==> src/rtl/io_corner_cfg_pkg.sv <==
// Shared types and helpers for the I/O corner configuration bank.
// Provides the load FSM state enum, the chain-length function and the per-channel field offsets.
// Channel c occupies [c*(SEL_BITS+MODE_BITS) +: SEL_BITS+MODE_BITS], with the select field in the low bits.
package io_corner_cfg_pkg;

  typedef enum logic {
    IDLE  = 1'b0,
    SHIFT = 1'b1
  } cfg_state_e;

  // Total configuration chain length for one corner tile.
  function automatic int cfg_chain_len(input int num_ch, input int sel_bits, input int mode_bits);
    return num_ch * (sel_bits + mode_bits);
  endfunction

  // LSB of channel ch's clock-select field inside mem_out.
  function automatic int cfg_sel_lsb(input int ch, input int sel_bits, input int mode_bits);
    return ch * (sel_bits + mode_bits);
  endfunction

  // LSB of channel ch's mode field; it sits directly above the select field.
  function automatic int cfg_mode_lsb(input int ch, input int sel_bits, input int mode_bits);
    return ch * (sel_bits + mode_bits) + sel_bits;
  endfunction

endpackage

==> src/rtl/io_corner_cfg_shadow.sv <==
// Shadow shift register of the configuration chain, plus the registered ccff_tail stage.
// Ports: prog_clock/global_reset (async active-low), i_shift_en, i_ccff_head in;
//        o_shadow (L bits) and o_ccff_tail out. Head-to-tail latency is L+1 register stages.
module io_corner_cfg_shadow #(
  parameter int L = 12
) (
  input  logic         prog_clock,
  input  logic         global_reset,
  input  logic         i_shift_en,
  input  logic         i_ccff_head,
  output logic [L-1:0] o_shadow,
  output logic         o_ccff_tail
);

  logic [L-1:0] r_shadow;
  logic         r_tail;

  // New bits enter at bit 0 and move toward L-1, so the first bit of a
  // full-length load lands in bit L-1. The stage that falls off the top is
  // captured into r_tail, which lets surplus bits continue to the next tile.
  always_ff @(posedge prog_clock or negedge global_reset) begin
    if (!global_reset) begin
      r_shadow <= '0;
      r_tail   <= 1'b0;
    end else if (i_shift_en) begin
      r_shadow <= {r_shadow[L-2:0], i_ccff_head};
      r_tail   <= r_shadow[L-1];
    end
  end

  assign o_shadow    = r_shadow;
  assign o_ccff_tail = r_tail;

endmodule

==> src/rtl/io_corner_cfg_bank.sv <==
// Checked configuration-chain segment for an I/O corner tile; commits the shadow word to mem_out
// only when exactly L bits were shifted in a window. Ports: prog_clock, global_reset (async, active-low),
// config_enable, ccff_head in; ccff_tail, mem_out, mem_outb, cfg_done, cfg_error, bit_count out.
module io_corner_cfg_bank
  import io_corner_cfg_pkg::*;
#(
  parameter  int NUM_CH    = 2,
  parameter  int SEL_BITS  = 4,
  parameter  int MODE_BITS = 2,
  localparam int L         = cfg_chain_len(NUM_CH, SEL_BITS, MODE_BITS),
  localparam int CW        = $clog2(L + 2)
) (
  input  logic          prog_clock,
  input  logic          global_reset,
  input  logic          config_enable,
  input  logic          ccff_head,
  output logic          ccff_tail,
  output logic [L-1:0]  mem_out,
  output logic [L-1:0]  mem_outb,
  output logic          cfg_done,
  output logic          cfg_error,
  output logic [CW-1:0] bit_count
);

  localparam logic [CW-1:0] CNT_FULL = CW'(L);
  localparam logic [CW-1:0] CNT_SAT  = CW'(L + 1);

  cfg_state_e    r_state;
  logic [L-1:0]  r_mem_out;
  logic [L-1:0]  r_mem_outb;
  logic [CW-1:0] r_bit_count;
  logic          r_cfg_done;
  logic          r_cfg_error;
  logic [L-1:0]  w_shadow;

  // Shifting happens on exactly the edges where config_enable is high: the
  // first bit of a window shifts on the IDLE->SHIFT edge and the closing
  // edge (enable low) shifts nothing.
  io_corner_cfg_shadow #(
    .L (L)
  ) u_shadow (
    .prog_clock   (prog_clock),
    .global_reset (global_reset),
    .i_shift_en   (config_enable),
    .i_ccff_head  (ccff_head),
    .o_shadow     (w_shadow),
    .o_ccff_tail  (ccff_tail)
  );

  always_ff @(posedge prog_clock or negedge global_reset) begin
    if (!global_reset) begin
      r_state     <= IDLE;
      r_mem_out   <= '0;
      r_mem_outb  <= '1;
      r_bit_count <= '0;
      r_cfg_done  <= 1'b0;
      r_cfg_error <= 1'b0;
    end else begin
      r_cfg_done <= 1'b0;
      case (r_state)
        IDLE: begin
          if (config_enable) begin
            r_state     <= SHIFT;
            r_bit_count <= CW'(1);
            r_cfg_error <= 1'b0;
          end
        end
        SHIFT: begin
          if (config_enable) begin
            // Saturate one past L so an overlong load stays distinguishable
            // from an exact one without ever wrapping back to L.
            if (r_bit_count != CNT_SAT) begin
              r_bit_count <= r_bit_count + CW'(1);
            end
          end else begin
            r_state <= IDLE;
            if (r_bit_count == CNT_FULL) begin
              r_mem_out  <= w_shadow;
              r_mem_outb <= ~w_shadow;
              r_cfg_done <= 1'b1;
            end else begin
              r_cfg_error <= 1'b1;
            end
          end
        end
        default: r_state <= IDLE;
      endcase
    end
  end

  assign mem_out   = r_mem_out;
  assign mem_outb  = r_mem_outb;
  assign cfg_done  = r_cfg_done;
  assign cfg_error = r_cfg_error;
  assign bit_count = r_bit_count;

endmodule

==> config.mk <==
export PLATFORM = sky130hd
export DESIGN_NAME = io_corner_cfg_bank
export DESIGN_NICKNAME = d
export VERILOG_FILES = /design/src/rtl/io_corner_cfg_pkg.sv /design/src/rtl/io_corner_cfg_shadow.sv /design/src/rtl/io_corner_cfg_bank.sv
export SDC_FILE = /design/constraint.sdc
export NUM_CORES = 1
export LEC_CHECK = 0
export BUFFER_PORTS_ARGS = -buffer_cell sky130_fd_sc_hd__buf_2
export CORE_MARGIN = 2
export CORE_UTILIZATION = 55
export CTS_CLUSTER_SIZE = 24
export DETAILED_ROUTE_END_ITERATION = 8
export GPL_TIMING_DRIVEN = 0
export PLACE_DENSITY_LB_ADDON = 0.08
export SYNTH_ARGS = -nofsm -noshare
export SYNTH_HDL_FRONTEND = slang
export SYNTH_HIERARCHICAL = 1
export SYNTH_SLANG_ARGS = --single-unit
==> constraint.sdc <==
create_clock -name prog_clock -period 4.1 [get_ports prog_clock]
set_input_delay 0.82 -clock prog_clock [delete_from_list [all_inputs] [get_ports prog_clock]]
set_output_delay 0.82 -clock prog_clock [all_outputs]
set_load 0.01 [all_outputs]
==> impl_metrics.tcl, run 1 <==
set metrics [dict create \
    r2r_setup_slack_ps 2110 \
    timing.final.setup_violations 0 \
    clk_root_buffer_cell "sky130_fd_sc_hd__clkbuf_4" \
    reg2reg_depth 6 \
    number_of_antenna_violations_at_the_first_check_in_global_routing 0 \
    setup.worst_path.end_class "flip-flop" \
    antenna_violating_nets_post_route 0 \
    post-cts-setup-buffer-count 0 \
    timing.final.crit_period_ps 1990 \
    grt_first_pass_wirelength_mm 4.747 \
    critical_path.n_buffers_inverters 2 \
    initial_util_pct 56.11 \
    vias_in_the_first_global_route 1028 \
    final.setup_skew_ps 5.761 \
    route.detailed.wl_per_inst_um 13.32 \
    horizontal_extent_of_the_die_um 61.89 \
    static-leakage-power_nw 1.112 \
    cts.clk_slew.worst_paths_ps 120 \
    vdd.ir_drop.worst_mv 0.2685 \
    crit_path_cell_trace "inv_1 > ha_1 > nand3_1 > nor3b_4 > buf_6 > mux2_1" \
    required_ps 4340 \
    die_area_um2 3830 \
    post-route-period-util_pct 48.55 \
    clock_path_buffers 2 \
    fmax_ghz 0.5024 \
    critical_path.max_stage_delay_ps 450 \
    max-cap-violations 0 \
    post_route_cells_drive_above_1_share_pct 44.71 \
    input_output_buffers 34 \
    routed_wirelength_mm 2.877 \
    cts.sink_count 44 \
    crit_arrival_ps 2230 \
    status "finished, final reports clean" \
    post_synth_main_area_contributors "sky130_fd_sc_hd__dfrtp_1 (43%), sky130_fd_sc_hd__dfstp_2 (17%), sky130_fd_sc_hd__mux2_4 (8.1%)" \
    leading_cell_types_in_the_layout_fill_and_taps_excluded "sky130_fd_sc_hd__buf_2 (34), sky130_fd_sc_hd__dfrtp_1 (32), sky130_fd_sc_hd__inv_1 (15)" \
    crit_cells 6 \
    drt_iter0_drc 61 \
    vias_per_cell 5.125 \
    mappedNetlistArea_um2 1843 \
    crit_path_top_delay_cell "sky130_fd_sc_hd__dfrtp_1" \
    firstDrtPassIters 4 \
    netlist_instances 128 \
    topRoutingLayerUsed "met4" \
    mappedNetlistNets 135 \
    floorplan.die.height_um 61.89 \
    setup.worst_path.class "flip-flop to flip-flop" \
    post_synthesis_register_bit_count 44 \
    synth_largest_type_area_fraction_pct 43.45 \
    worst_setup_path_startpoint "bit_count[1]" \
    dr_total_vias 1107 \
    worstSetupEndpoint "mem_out[6]" \
    groute.usage.overall_pct 17.87 \
    ys.warnings.count 6 \
    grt_start_max_net_pins 45 \
    synth_top_area_cell "sky130_fd_sc_hd__dfrtp_1" \
    dr_wl_met2_mm 1.394 \
    tritoncts_clock_tree "built" \
    detail_route.wirelength.met1_mm 1.297 \
    avgSynthCellArea_um2 14.40 \
    cts.htree.levels 2 \
    setup-tns-final_ps 0 \
    maxSlewHeadroom_pct 38.93 \
    final_nets 176 \
    dpl_hpwl_mm 1.969 \
    timing_hold_violations_final 0 \
    hold_path.class "flip-flop to flip-flop" \
    global_route.overflow_total 0 \
    critical_path.max_fanout 10 \
    drv_slew 0 \
    drcViolationCount 0 \
    rsz_0062_raised_after_global_routing "false" \
    pin_count 35 \
    worst_slew_pin_slew_ps 916.0 \
    flow.area_growth_from_synthesis_pct 15.55 \
    final_util_pct 64.84 \
    timing.critical_path.from_type "flip-flop" \
    regToRegStartpoint "bit_count[1]" \
    cellPowerDensity_nw_per_um2 438.3 \
    seq_area_frac_synth_pct 60.56 \
    rows 21 \
    routed_length_on_met3_um 108 \
    cts_hold_buf 0 \
    cts_resized 0 \
    core_area_um2 3284 \
    clock_latency_ps 350 \
    layout.cells.most_common "sky130_fd_sc_hd__buf_2" \
    cell_variety_after_synth 24 \
    r2r_end "mem_out[6]" \
    cts_buffers 5 \
    critical-path-top-delay-family "simple AND/OR/NAND/NOR gates" \
    final_weighted_congestion_of_routability_driven_global_placement 0.7809 \
    insertedDiodeCount 0 \
]
-- area by class of cell --
type                       count  area, µm²
buffer                         5      45.04
clock buffer                   8      58.81
fill                         285       1155
inverter                      15      56.30
multi-input combinational     64      625.6
sequential                    44       1116
tap                           46      57.56
timing repair buffer          34      170.2
-- layer usage --
metal  vias to the layer above  track usage (%)
li1                        521                -
met1                       554            22.76
met2                        24            27.67
met3                         8            4.348
met4                         0            10.94
met5                         -                0
-- report_power, final --
group	internal [mW]	leakage, nW	switching [mW]
clock network	0.0847	0.0326	0.128
registers	0.502	0.535	0.0631
logic	0.0928	0.544	0.0632
-- per-stage QoR --
stage / std cells / instance area (µm²) / total power [mW] / hold slack [ps] / setup slack [ps]
detailed placement: 208 / 2071 / 0.7318 / 454.9 / 1945
CTS: 216 / 2130 / 0.9452 / 474.4 / 2080
global route: 216 / 2130 / 0.9888 / 496.6 / 1976
global placement: 208 / 2071 / 0.7213 / 450.3 / 1961
floorplan: 128 / 1843 / 0.6679 / 421.3 / 2309
finish: 216 / 2130 / 0.9334 / 470.4 / 2110
-- flip-flops by register name, indices dropped and copies added (netlist names) --
register / count
cfg_done: 1
mem_outb: 12
u_shadow/o_ccff_tail: 1
cfg_error: 1
bit_count: 4
r_state: 1
u_shadow/o_shadow: 12
mem_out: 12
-- synthesized netlist by cell type --
cell / n
sky130_fd_sc_hd__mux2_1: 7
sky130_fd_sc_hd__mux2_2: 8
sky130_fd_sc_hd__nand3_1: 3
sky130_fd_sc_hd__nand2b_1: 1
sky130_fd_sc_hd__a41oi_1: 1
sky130_fd_sc_hd__a21oi_1: 5
sky130_fd_sc_hd__buf_4: 1
sky130_fd_sc_hd__mux2_4: 10
sky130_fd_sc_hd__nor3b_4: 1
sky130_fd_sc_hd__nand4_1: 2
sky130_fd_sc_hd__nand2_1: 2
sky130_fd_sc_hd__clkbuf_1: 1
sky130_fd_sc_hd__and3_1: 1
sky130_fd_sc_hd__dfrtp_1: 32
sky130_fd_sc_hd__a21bo_2: 1
sky130_fd_sc_hd__inv_1: 15
sky130_fd_sc_hd__mux2i_1: 12
sky130_fd_sc_hd__ha_1: 3
sky130_fd_sc_hd__o22ai_1: 1
sky130_fd_sc_hd__dfstp_2: 12
sky130_fd_sc_hd__a31oi_1: 1
sky130_fd_sc_hd__o21ai_0: 4
sky130_fd_sc_hd__and2_1: 1
sky130_fd_sc_hd__buf_6: 3
-- tightest hold or removal path, delay by kind of cell (launching register included) --
family / cells / cell delay [ps]
flops: 1 / 380
mux: 1 / 50
buf+inv: 1 / 40
-- worst min-delay path by stage --
| stage | cells past startpoint | end | slack [ps] | start |
|---|---|---|---|---|
| floorplan | 1 | mem_outb[11] | 420 | u_shadow/o_shadow[11] |
| global placement | 2 | mem_outb[8] | 450 | mem_outb[8] |
| detailed placement | 2 | mem_outb[9] | 450 | mem_outb[9] |
| CTS | 2 | mem_outb[9] | 470 | mem_outb[9] |
| global route | 2 | mem_outb[9] | 500 | mem_outb[9] |
| finish | 2 | mem_outb[7] | 470 | mem_outb[7] |
-- cells by family after synthesis --
kind of cell,after synthesis,share of synthesized area (%)
compound gates,13,4.142
fa+ha+maj,3,2.037
buf+inv,20,5.499
flops,44,60.56
mux,37,23.83
simple gates,11,3.938
Note: power is estimated with default switching activity, not from simulation.
==> run 2: changes to the inputs <==
--- a/config.mk
+++ b/config.mk
@@ -7,7 +7,7 @@
 export LEC_CHECK = 0
 export BUFFER_PORTS_ARGS = -buffer_cell sky130_fd_sc_hd__buf_2
 export CORE_MARGIN = 2
-export CORE_UTILIZATION = 55
+export CORE_UTILIZATION = 49
 export CTS_CLUSTER_SIZE = 24
 export DETAILED_ROUTE_END_ITERATION = 8
 export GPL_TIMING_DRIVEN = 0
==> constraint.sdc (replaced) <==
create_clock -name prog_clock -period 1.7 [get_ports prog_clock]
set_input_delay 0.34 -clock prog_clock [delete_from_list [all_inputs] [get_ports prog_clock]]
set_output_delay 0.34 -clock prog_clock [all_outputs]
set_load 0.01 [all_outputs]
==> impl_metrics.tcl, run 2 (synthesis gave the netlist of run 1 again) <==
set metrics [dict create \
    post-route-period-util_pct 98.84 \
    status "finished, final reports clean" \
    groute.usage.overall_pct 16.97 \
    flow.area_growth_from_synthesis_pct 28.72 \
    routed_wirelength_mm 3.432 \
    timing.final.setup_violations 0 \
    final.setup_skew_ps 3.365 \
    rsz_0062_raised_after_global_routing "true" \
    clock_latency_ps 290 \
    sequential_cell_area_um2 1119 \
    antenna_violating_nets_post_route 0 \
    global_route.overflow_total 0 \
    cts.htree.levels 2 \
    vias_per_cell 5.088 \
    final.setup.worst_slack_ps 19.69 \
    number_of_antenna_violations_at_the_first_check_in_global_routing 0 \
    static-leakage-power_nw 1.200 \
    critical_path.max_fanout 6 \
    fmax_ghz 0.5951 \
    drcViolationCount 0 \
    cts.clk_slew.worst_paths_ps 80 \
    maxSlewHeadroom_pct 37.88 \
    critical_path.n_buffers_inverters 2 \
    grt_first_pass_wirelength_mm 5.451 \
    core_area_um2 3633 \
    max-cap-violations 0 \
    crit_path_cell_trace "inv_2 > ha_4 > nand3_4 > nor3b_4 > buf_6 > mux2_2" \
    clk_root_buffer_cell "sky130_fd_sc_hd__clkbuf_8" \
    setup-tns-final_ps 0 \
    layout.cells.most_common "sky130_fd_sc_hd__buf_2" \
    dr_total_vias 1160 \
    final_nets 186 \
    worst_slew_pin_slew_ps 931.9 \
    r2r_setup_slack_ps 20 \
    rows 22 \
    grt_start_max_net_pins 45 \
    crit_path_top_delay_cell "sky130_fd_sc_hd__dfrtp_2" \
    n_fill_cell 311 \
    firstDrtPassIters 3 \
    dpl_worst_slack_ps -149.7 \
    insertedDiodeCount 0 \
    timing_hold_violations_final 0 \
    cellPowerDensity_nw_per_um2 1121 \
    vdd.ir_drop.worst_mv 0.5279 \
    drt_iter0_drc 74 \
    input_output_buffers 34 \
    critical-path-top-delay-family "flip-flops" \
    tritoncts_clock_tree "built" \
    drv_slew 0 \
    cts_buffers 5 \
    dpl_hpwl_mm 2.095 \
    vias_in_the_first_global_route 1171 \
    timing.critical_path.from_type "flip-flop" \
    timing.final.crit_period_ps 1680 \
    clock_path_buffers 2 \
    post_route_cells_drive_above_1_share_pct 56.67 \
    floorplan.die.height_um 65.33 \
    horizontal_extent_of_the_die_um 65.33 \
    pin_count 35 \
    setup.worst_path.class "flip-flop to flip-flop" \
    leading_cell_types_in_the_layout_fill_and_taps_excluded "sky130_fd_sc_hd__buf_2 (34), sky130_fd_sc_hd__dfrtp_1 (30), sky130_fd_sc_hd__mux2_4 (18)" \
    area_taken_by_multi_input_logic_gates_um2 684.4 \
    die_area_um2 4268 \
    required_ps 1880 \
    route.detailed.wl_per_inst_um 15.05 \
    final_weighted_congestion_of_routability_driven_global_placement 0.7922 \
    setup.worst_path.end_class "flip-flop" \
    initial_util_pct 50.72 \
    crit_arrival_ps 1860 \
    cts_hold_buf 0 \
    hold_path.class "input port to asynchronous set/reset pin" \
    timing.hold.ws_ps 179.2 \
    critical_path.max_stage_delay_ps 460 \
    cts.sink_count 44 \
]
run 2: cell count changes in the layout (fill, tap and decap cells not counted), sizes merged:
cell,before,now
bufinv,0,1
buf,38,47
run 2: cell type report:
type | count | share of cell area (%)
well taps | 48 | 2.532
inverters | 15 | 2.479
plain buffers | 5 | 2.268
flip-flops and latches | 44 | 47.15
clock buffers | 7 | 4.061
clock inverters | 1 | 1.266
multi-input cells | 64 | 28.85
repair buffers | 44 | 11.39
run 2: what timing repair did:
action,CTS,global route
gates cloned,0,2
gates resized for setup,0,10
setup buffers,2,6
pin swaps,1,2
setup endpoints to repair,19,19
run 2: power breakdown:
group / leakage [nW] / internal [mW] / switching, mW
combinational: 0.603 / 0.256 / 0.177
clock: 0.0645 / 0.518 / 0.336
sequential: 0.533 / 1.21 / 0.160
total: 1.20 / 1.99 / 0.673
run 2: worst paths after layout:
kind / start / endpoint / cells after the start
max reg2reg: bit_count[0] / mem_out[1] / 6
max: bit_count[0] / mem_out[1] / 6
min reg2reg: mem_outb[3] / mem_outb[3] / 2
min: global_reset / mem_out[6] / 1
max in group asynchronous: global_reset / bit_count[1] / 1
min in group prog_clock: config_enable / r_state / 1
run 2: metrics by stage:
| stage | instances | power (mW) | instance area [µm²] | util (%) |
|---|---|---|---|---|
| global placement | 210 | 1.765 | 2120 | 58.33 |
| floorplan | 128 | 1.634 | 1889 | - |
| detailed placement | 210 | 1.794 | 2120 | 58.33 |
| CTS | 220 | 2.655 | 2261 | 62.22 |
| global route | 228 | 2.796 | 2372 | 65.29 |
| finish | 228 | 2.660 | 2372 | 65.29 |
run 2: worst reg2reg max path, stage by stage (launching register included):
cell and delay (ps):
sky130_fd_sc_hd__dfrtp_2 460, sky130_fd_sc_hd__inv_2 80, sky130_fd_sc_hd__ha_4 140, sky130_fd_sc_hd__nand3_4 70
sky130_fd_sc_hd__nor3b_4 320, sky130_fd_sc_hd__buf_6 190, sky130_fd_sc_hd__mux2_2 330
run 2: layer usage:
metal / track usage (%) / vias to the layer above / share of wire (%)
met4: 7.813 / 0 / 2.0
met1: 21.03 / 590 / 44
met5: 0 / - / 0
met2: 28.06 / 26 / 50
li1: - / 536 / -
met3: 4.110 / 8 / 4.5
==> run 3: changes to the inputs <==
--- a/config.mk
+++ b/config.mk
@@ -12,6 +12,7 @@
 export DETAILED_ROUTE_END_ITERATION = 8
 export GPL_TIMING_DRIVEN = 0
 export PLACE_DENSITY_LB_ADDON = 0.08
+export SETUP_SLACK_MARGIN = 0.5
 export SYNTH_ARGS = -nofsm -noshare
 export SYNTH_HDL_FRONTEND = slang
 export SYNTH_HIERARCHICAL = 1
==> impl_metrics.tcl, run 3 (synthesis gave the netlist of run 1 again) <==
set metrics [dict create \
    n_fill_cell 290 \
    drt_iter0_drc 61 \
    final_nets 190 \
    static-leakage-power_nw 1.273 \
    global_route.overflow_total 0 \
    insertedDiodeCount 0 \
    rows 22 \
    cts_buffers 5 \
    grt_first_pass_wirelength_mm 5.947 \
    critical_path.max_fanout 5 \
    dpl_cell_area_um2 2120 \
    tritoncts_clock_tree "built" \
    topRoutingLayerUsed "met4" \
    firstDrtPassIters 4 \
    required_ps 1880 \
    dr_total_vias 1155 \
    clock_path_buffers 2 \
    cts.sink_count 44 \
    status "finished, final reports clean" \
    drcViolationCount 0 \
    cts_hold_buf 0 \
    flow.area_growth_from_synthesis_pct 37.61 \
    cellPowerDensity_nw_per_um2 1079 \
    grt_start_max_net_pins 45 \
    cts.htree.levels 2 \
    core_area_um2 3633 \
    pin_count 35 \
    final.setup.worst_slack_ps 118.8 \
    maxSlewHeadroom_pct 37.24 \
    dr_wl_met2_mm 1.776 \
    r2r_end "mem_out[10]" \
    fmax_ghz 0.6324 \
    r2r_setup_slack_ps 120 \
    final.setup_skew_ps 4.504 \
    vdd.ir_drop.worst_mv 0.5514 \
    reg2reg_depth 6 \
    vias_per_cell 4.978 \
    setup.worst_path.end_class "flip-flop" \
    vias_in_the_first_global_route 1261 \
    routed_length_on_met3_um 123 \
    clk_root_buffer_cell "sky130_fd_sc_hd__clkbuf_8" \
    regToRegStartpoint "bit_count[1]" \
    timing.final.crit_period_ps 1581 \
    place_inst 210 \
    timing.final.setup_violations 0 \
    final_weighted_congestion_of_routability_driven_global_placement 0.7922 \
    post-route-period-util_pct 93.01 \
    rsz_0062_raised_after_global_routing "true" \
    setup-tns-final_ps 0 \
    dpl_hpwl_mm 2.095 \
    clock_latency_ps 290 \
    leading_cell_types_in_the_layout_fill_and_taps_excluded "sky130_fd_sc_hd__dfrtp_1 (29), sky130_fd_sc_hd__buf_6 (22), sky130_fd_sc_hd__mux2_4 (22)" \
    max-cap-violations 0 \
    dpl_worst_slack_ps -149.7 \
    die_area_um2 4268 \
    layout.cells.most_common "sky130_fd_sc_hd__dfrtp_1" \
    floorplan.die.height_um 65.33 \
    final_design_area_no_fill_um2 2536 \
    worst_slew_pin_slew_ps 941.3 \
    timing.critical_path.from_type "flip-flop" \
    hold_path.class "input port to asynchronous set/reset pin" \
    post_route_cells_drive_above_1_share_pct 59.24 \
    initial_util_pct 50.72 \
    setup.worst_path.class "flip-flop to flip-flop" \
    antenna_violating_nets_post_route 0 \
    routed_wirelength_mm 3.548 \
    non_filler_instances 232 \
    drv_slew 0 \
    groute.usage.overall_pct 18.60 \
    horizontal_extent_of_the_die_um 65.33 \
    input_output_buffers 34 \
    detail_route.wirelength.met1_mm 1.582 \
    route.detailed.wl_per_inst_um 15.29 \
    cts.clk_slew.worst_paths_ps 80 \
    crit_arrival_ps 1760 \
    timing_hold_violations_final 0 \
    number_of_antenna_violations_at_the_first_check_in_global_routing 0 \
]
## run 3: how the worst max path moves through the flow
| stage | startpoint | end | slack, ps | cells after the start |
|---|---|---|---|---|
| floorplan | bit_count[0] | mem_out[10] | -20 | 6 |
| global placement | bit_count[0] | mem_out[9] | -130 | 6 |
| detailed placement | bit_count[1] | mem_out[10] | -150 | 6 |
| CTS | bit_count[1] | mem_out[10] | 100 | 6 |
| global route | bit_count[1] | mem_outb[9] | 10 | 7 |
| finish | bit_count[1] | mem_out[10] | 120 | 6 |
## run 3: per-layer routing
layer	track usage [%]	vias to the layer above
met4	8.594	0
met1	23.77	578
met3	4.110	8
li1	-	545
met2	30.23	24
met5	0	-
## run 3: metrics by stage
stage	power [mW]	util, %	hold slack, ps
CTS	2.720	67.42	221.0
floorplan	1.634	-	44.41
detailed placement	1.794	58.33	459.0
global placement	1.765	58.33	450.2
global route	2.872	69.80	258.3
finish	2.736	69.80	181.7
## run 3: where the power goes
| part | leakage, nW | switching, mW | total, mW | internal (mW) |
|---|---|---|---|---|
| sequential | 0.532 | 0.154 | 1.37 | 1.21 |
| clock | 0.0645 | 0.337 | 0.855 | 0.518 |
| combinational | 0.677 | 0.203 | 0.514 | 0.310 |
| total | 1.27 | 0.694 | 2.74 | 2.04 |
## run 3: timing repair
| action | 4_1_cts | 5_1_grt |
|---|---|---|
| setup buffers | 7 | 5 |
| pin swaps | 1 | 3 |
| setup endpoints to repair | 43 | 46 |
| gates resized for setup | 31 | 5 |
| cloned | 1 | 1 |
## run 3: area by class of cell
class	instances	area (µm²)	area share, %
Sequential cell	44	1120	44.15
Clock buffer	7	96.34	3.799
Clock inverter	1	30.03	1.184
Buffer	5	53.80	2.121
Tap cell	48	60.06	2.368
Multi-Input combinational cell	64	716.9	28.27
Timing Repair Buffer	48	402.9	15.89
Inverter	15	56.30	2.220
## run 3: worst max-delay path, cell delays in order, from the launching register on
cell                      delay (ps)
sky130_fd_sc_hd__dfrtp_2         410
sky130_fd_sc_hd__inv_2            70
sky130_fd_sc_hd__ha_4            140
sky130_fd_sc_hd__nand3_4          60
sky130_fd_sc_hd__nor3b_4         280
sky130_fd_sc_hd__buf_6           200
sky130_fd_sc_hd__mux2_4          300
